$ cat config.mk
export PLATFORM = sky130hd
export DESIGN_NAME = uart_tx_tick_flat
export DESIGN_NICKNAME = d
export VERILOG_FILES = /design/src/rtl/uart_tx_tick_if.sv /design/src/rtl/uart_tx_tick.sv /design/src/flat_wrapper.sv
export SDC_FILE = /design/constraint.sdc
export NUM_CORES = 1
export LEC_CHECK = 0
export CAP_MARGIN = 20
export CORE_MARGIN = 2
export CORE_UTILIZATION = 50
export DETAILED_ROUTE_END_ITERATION = 12
export MAX_ROUTING_LAYER = met4
export PLACE_DENSITY = 0.78
export SYNTH_ARGS = -nofsm -noshare
export SYNTH_HDL_FRONTEND = slang
export SYNTH_SLANG_ARGS = --single-unit
$ cat constraint.sdc
create_clock -name clkin -period 2.6 [get_ports clkin]
set_input_delay 0.39 -clock clkin [delete_from_list [all_inputs] [get_ports clkin]]
set_output_delay 0.39 -clock clkin [all_outputs]
set_load 0.03 [all_outputs]
$ cat src/rtl/uart_tx_tick_if.sv
// Byte handshake between a data source and the uart_tx_tick transmitter.
// The source drives tx_data/tx_valid and the transmitter answers with tx_ready.
interface uart_tx_tick_if #(
  parameter int unsigned DATA_BITS = 8
);
  logic [DATA_BITS-1:0] tx_data;
  logic                 tx_valid;
  logic                 tx_ready;

  // Data source side.
  modport master (
    output tx_data,
    output tx_valid,
    input  tx_ready
  );

  // Transmitter side.
  modport slave (
    input  tx_data,
    input  tx_valid,
    output tx_ready
  );
endinterface

$ cat src/rtl/uart_tx_tick.sv
// UART transmitter paced by the clock-divider output level on baud_in.
// A rising edge of baud_in forms a one-cycle tick. Each tick advances the line by one bit period.
// The frame is start, DATA_BITS data bits (LSB first), an optional parity bit, then STOP_BITS stop
// bits.
// Optional feature: define UART_TX_PARITY_EN to add an even-parity bit after the MSB.
module uart_tx_tick #(
  parameter int unsigned DATA_BITS = 8,
  parameter int unsigned STOP_BITS = 1
) (
  input  logic           clkin,
  input  logic           rst,
  input  logic           baud_in,
  uart_tx_tick_if.slave  tx,
  output logic           txd,
  output logic           busy
);

  localparam logic [3:0] LastBit  = 4'(DATA_BITS - 1);
  localparam logic       LastStop = 1'(STOP_BITS - 1);

  typedef enum logic [2:0] {
    StIdle  = 3'd0,
    StSync  = 3'd1,
    StStart = 3'd2,
    StData  = 3'd3,
`ifdef UART_TX_PARITY_EN
    StStop  = 3'd4,
    StParity = 3'd5
`else
    StStop  = 3'd4
`endif
  } state_e;

  state_e               state_q, state_d;
  logic                 txd_q, txd_d;
  logic                 busy_q, busy_d;
  logic [DATA_BITS-1:0] shift_q, shift_d;
  logic [3:0]           bitcnt_q, bitcnt_d;
  logic                 stopcnt_q, stopcnt_d;
  logic                 baud_q;
  logic                 tick;
`ifdef UART_TX_PARITY_EN
  logic                 parity_q, parity_d;
`endif

  // Rising edge of the divider level; baud_q resets high so a high level at release is no tick.
  assign tick = baud_in & ~baud_q;

  assign tx.tx_ready = (state_q == StIdle);
  assign txd         = txd_q;
  assign busy        = busy_q;

  // Next-state and next-line-level decode; every transition except the accept waits for a tick.
  always_comb begin
    state_d   = state_q;
    txd_d     = txd_q;
    shift_d   = shift_q;
    bitcnt_d  = bitcnt_q;
    stopcnt_d = stopcnt_q;
`ifdef UART_TX_PARITY_EN
    parity_d  = parity_q;
`endif
    unique case (state_q)
      StIdle: begin
        txd_d = 1'b1;
        if (tx.tx_valid) begin
          state_d = StSync;
          shift_d = tx.tx_data;
`ifdef UART_TX_PARITY_EN
          parity_d = ^tx.tx_data;
`endif
        end
      end
      // Wait for a tick so the start bit is a full period long.
      StSync: begin
        if (tick) begin
          state_d = StStart;
          txd_d   = 1'b0;
        end
      end
      StStart: begin
        if (tick) begin
          state_d  = StData;
          txd_d    = shift_q[0];
          bitcnt_d = 4'd0;
        end
      end
      StData: begin
        if (tick) begin
          if (bitcnt_q == LastBit) begin
            stopcnt_d = 1'b0;
`ifdef UART_TX_PARITY_EN
            state_d = StParity;
            txd_d   = parity_q;
`else
            state_d = StStop;
            txd_d   = 1'b1;
`endif
          end else begin
            shift_d  = shift_q >> 1;
            txd_d    = shift_d[0];
            bitcnt_d = bitcnt_q + 4'd1;
          end
        end
      end
`ifdef UART_TX_PARITY_EN
      StParity: begin
        if (tick) begin
          state_d   = StStop;
          txd_d     = 1'b1;
          stopcnt_d = 1'b0;
        end
      end
`endif
      StStop: begin
        txd_d = 1'b1;
        if (tick) begin
          if (stopcnt_q == LastStop) begin
            state_d   = StIdle;
            stopcnt_d = 1'b0;
          end else begin
            stopcnt_d = stopcnt_q + 1'b1;
          end
        end
      end
      default: begin
        state_d = StIdle;
        txd_d   = 1'b1;
      end
    endcase
    busy_d = (state_d != StIdle);
  end

  // State, line and datapath registers with synchronous reset that drops any frame in flight.
  always_ff @(posedge clkin) begin
    if (rst) begin
      state_q   <= StIdle;
      txd_q     <= 1'b1;
      busy_q    <= 1'b0;
      shift_q   <= '0;
      bitcnt_q  <= 4'd0;
      stopcnt_q <= 1'b0;
      baud_q    <= 1'b1;
`ifdef UART_TX_PARITY_EN
      parity_q  <= 1'b0;
`endif
    end else begin
      state_q   <= state_d;
      txd_q     <= txd_d;
      busy_q    <= busy_d;
      shift_q   <= shift_d;
      bitcnt_q  <= bitcnt_d;
      stopcnt_q <= stopcnt_d;
      baud_q    <= baud_in;
`ifdef UART_TX_PARITY_EN
      parity_q  <= parity_d;
`endif
    end
  end

endmodule

$ cat src/flat_wrapper.sv
// flat-port wrapper written by rule: the top's interface ports become plain ports
module uart_tx_tick_flat 
#(
  parameter int unsigned DATA_BITS = 8,
  parameter int unsigned STOP_BITS = 1
)
  (clkin, rst, baud_in, txd, busy, tx_tx_data, tx_tx_valid, tx_tx_ready);
  uart_tx_tick_if #(.DATA_BITS(DATA_BITS)) tx_i ();
  input  logic clkin;
  input  logic rst;
  input  logic baud_in;
  output logic txd;
  output logic busy;
  input wire logic [$bits(tx_i.tx_data)-1:0] tx_tx_data;
  input wire logic [$bits(tx_i.tx_valid)-1:0] tx_tx_valid;
  output wire logic [$bits(tx_i.tx_ready)-1:0] tx_tx_ready;
  assign tx_i.tx_data = tx_tx_data;
  assign tx_i.tx_valid = tx_tx_valid;
  assign tx_tx_ready = tx_i.tx_ready;
  uart_tx_tick #(.DATA_BITS(DATA_BITS), .STOP_BITS(STOP_BITS)) u_core (.clkin(clkin), .rst(rst), .baud_in(baud_in), .tx(tx_i), .txd(txd), .busy(busy));
endmodule
# After elaboration in Yosys (flattened, before gate mapping)
# Index checks and enable logic that the tools add are counted.
word_totals:
  reg_bits: 19
  word_cells: 58
op_classes:
  addsub: 2
  eq_ne: 12
  mux: 26
  bitwise: 2
  reduce_logical: 9
op_table:
  columns: ["operator", "n"]
  rows:
  - ["2-to-1 mux 8 bit", 3]
  - ["2-to-1 mux 3 bit", 7]
  - ["case mux 8 bit (2 select lines)", 1]
  - ["case mux 3 bit (5 select lines)", 1]
  - ["2-to-1 mux 4 bit", 3]
  - ["AND reduction 4 bit", 3]
  - ["inequality test 2 x 1 -> 1 bit (second input constant)", 5]
  - ["2-to-1 mux 1 bit", 8]
  - ["case mux 4 bit (2 select lines)", 1]
  - ["equality test 3 x 2 -> 1 bit (second input constant)", 2]
  - ["nonzero test 2 bit", 3]
  - ["adder 4 x 1 -> 4 bit (second input constant)", 1]
  - ["equality test 4 x 3 -> 1 bit (second input constant)", 1]
  - ["inequality test 2 bit (second input constant)", 2]
  - ["equality test 3 x 1 -> 1 bit (second input constant)", 1]
  - ["equality test 3 bit (second input constant)", 1]
  - ["zero test 3 bit", 1]
  - ["case mux 1 bit (3 select lines)", 1]
  - ["AND reduction 3 bit", 1]
  - ["nonzero test 3 bit", 1]
  - ["case mux 1 bit (2 select lines)", 1]
  - ["adder 1 bit (second input constant)", 1]
  - ["AND 1 bit", 1]
  - ["NOT 1 bit", 1]

# Longest topological paths before layout
depth:
  word_depth: 5
  ltp_mapped: 6
  depth_no_buf: 5

# Least setup slack after synthesis
# Ideal clock, no wire load.
synth_path:
  path_kind: "reg2out"
  from: "register u_core.state_q[1]"
  to: "output port tx_tx_ready"
  t_arrival_ns: 1.204
  required_time_ns: 2.210
  slack_ns: 1.006
  stages_incl_launch_ff: 3
  n_path_buf: 1
  path_cell_list: "dfxtp_1 -> buf_4 -> nor3_1"
synth_between:
  elab_chain_len: 1
synth_lines:
  columns: ["element", "line_no", "text"]
  rows:
  - ["start: declaration", "uart_tx_tick.sv:34", "state_e state_q, state_d;"]
  - ["start signal: assignment", "uart_tx_tick.sv:137", "state_q <= StIdle;"]
  - ["start signal: assignment", "uart_tx_tick.sv:148", "state_q <= state_d;"]
  - ["zero test 3 bit", "uart_tx_tick.sv:49", "assign tx.tx_ready = (state_q == StIdle);"]
  - ["end: declaration", "flat_wrapper.sv:16", "output wire logic [$bits(tx_i.tx_ready)-1:0] tx_tx_ready;"]
# Every way passes these cells.

# Worst setup path after layout
layout_path:
  from: "register u_core.state_q[0]"
  to: "output port tx_tx_ready"
# Same word-level chain as after synthesis.

==> metrics <==
leading area contributor after synthesis dfxtp_1; Core ar. between 0.0015 and 0.002 mm2; largest net degree at the start of global routing 13; Cells after Synth 110; hold_ws between 400 and 500 ps; Final HPWL DP 1500 um; final setup fails 0; Clock transition at path regs roughly 100 ps; Tot GR Track Use 0.201; CP Class flip-flop to output port; Netlist cell types 37; detailed-route via count approximately 860; FF+latch count, synth 18; Final nets between 100 and 150; Hold-fix buffers, CTS 0; final hold vios 0; CTS sink cnt 18; Detailed Route Iter0 Violations 23; P&R area growth vs syn 15.2%; crit-path max FO 12; Mapped Area approximately 970 um2; area of the multi-input gates 541 um2; first drt pass iteration count 4; initial antenna violation count 0; Setup crit start kind flip-flop; HP Class flip-flop to flip-flop; Final Max Tran Viols 0; setup_tns 0 ps; met2 wire len 1000 um; die area 0.00231 mm2; dominant cells by area after synthesis dfxtp_1, o211a_1, nor3_1; share of layout cells above drive strength 1 0.0984; Root Buffer clkbuf_4; global-route wire length before repair roughly 3200 um; WP data arrival 1740 ps; Filler cells between 150 and 200; WL final 2030 um; cts bufs inserted 3; Highest Signal Layer met4; RSZ-0062 raised after global routing false; VDD IR-drop max 0.290 mV; YS warnings 0; sequential cell area 360 um2; Max Clock Freq approximately 470 MHz; GP Congestion 0.783; Ports 15; Max Root-Sink Buffers 2; Antenna Violating Nets Remaining 0; DRT met1 WL a little over 900 um; post-CTS setup buffers 0; total congestion overflow 0; # diodes 0; CTS tree yes; relative slew slack 0.711; commonest non-fill, non-tap cell in the layout dfxtp_1; routed len/inst about 14 um; routed vias/inst approximately 5.8; Clock Skew 5.41 ps; commonest non-fill, non-tap cells in the layout dfxtp_1, clkdlybuf4s50_1, nor2_1, nor3_1, o21ai_0; Die Width 48.0 um; # rows 15; Max-Cap Viols 0; metal3 WL 71 um; PwrDens 476 mW/mm2; Slew @ Worst Pin 433 ps; status complete, no violations; Net Count, Synth 123; post-synthesis sequential area ratio 0.372; Lkg Pwr 0.463 nW; Initial Utilization 0.544; H-tree levels 1; min cycle time layout approximately 2100 ps; Post-Syn Area per Cell a little under 9 um2; fin crit share 0.819; Clk Latency, worst-skew pair roughly 290 ps; CP required 2210 ps; die height 48.0 um; CTS resizes 0; DRC 0; I/O Buffers 14; Worst Setup End Kind output port; vias in the first global route roughly 770; share of the synthesized area in the top cell type 0.372
## worst max-delay path, stage by stage (launching register included)
cell	delay [ps]
dfxtp_1	450
nor3_1	280
clkdlybuf4s50_1	710
## state kept, by name, summed over array words and instances (netlist names)
signal and flops:
u_core.baud_q 1, u_core.busy 1, u_core.shift_q 8, u_core.txd 1, u_core.state_q 3, u_core.bitcnt_q 4
## synth_stat cells (all sizes together)
library cell   n
buf            6
o211a          7
nand2          3
and4bb         1
nand4          1
a2111oi        1
o21a           1
inv            4
and3b          3
o2111ai        1
or4            2
o211ai         2
or3            2
nand3          2
ha             1
or4b           1
nor3          11
a21boi         1
or2            1
nand2b         2
nand3b         2
a31oi          1
a21oi          8
nor2          12
dfxtp         18
o21ai         12
and2           1
a32oi          1
and3           1
and2b          1
## layer usage
| metal | up-vias | track usage |
|---|---|---|
| li1 | 434 | - |
| met1 | 397 | 0.247 |
| met2 | 21 | 0.331 |
| met3 | 4 | 0.0340 |
| met4 | 0 | 0.0703 |
| met5 | - | - |
## logic make-up (layout without fill, tap and decap cells)
kind of cell	count (synthesis)	in the layout	synth area share
and+or+nand+nor	46	46	0.281
AOI/OAI and AO/OA	35	35	0.263
DFF	18	18	0.372
buffers and inverters	10	22	0.0710
adders and majority gates	1	1	0.0129
## through the flow
step	util	setup WS, ps	power (W)	cell area (um2)	instances
finish	0.627	471	0.000532	1120	147
global route	0.627	401	0.000556	1120	147
CTS	0.627	482	0.000533	1120	147
detailed placement	0.614	547	0.000401	1090	144
global placement	0.614	604	0.000397	1090	144
floorplan	-	1010	0.000369	970	110
## report_power, final
part | internal, W | switching (W) | total (W)
Combinational | 0.0000473 | 0.0000423 | 0.0000896
Sequential | 0.000292 | 0.0000140 | 0.000306
Clock | 0.0000538 | 0.0000825 | 0.000136
Total | 0.000393 | 0.000139 | 0.000532
## layout make-up
class	count	area share
clock buffer	3	0.0202
inverter	4	0.0134
multi-input combinational	82	0.484
sequential	18	0.323
tap	25	0.0280
timing repair buffer	15	0.132
## worst paths after layout
path                           start                 end  slack, ps  cells past startpoint
setup / recovery   u_core.state_q[0]         tx_tx_ready        470                      2
hold / removal    u_core.bitcnt_q[1]  u_core.bitcnt_q[1]        480                      2
setup reg to reg   u_core.state_q[0]   u_core.shift_q[0]        870                      4
hold reg to reg   u_core.bitcnt_q[1]  u_core.bitcnt_q[1]        480                      2
Note: power is estimated with default switching activity, not from simulation.
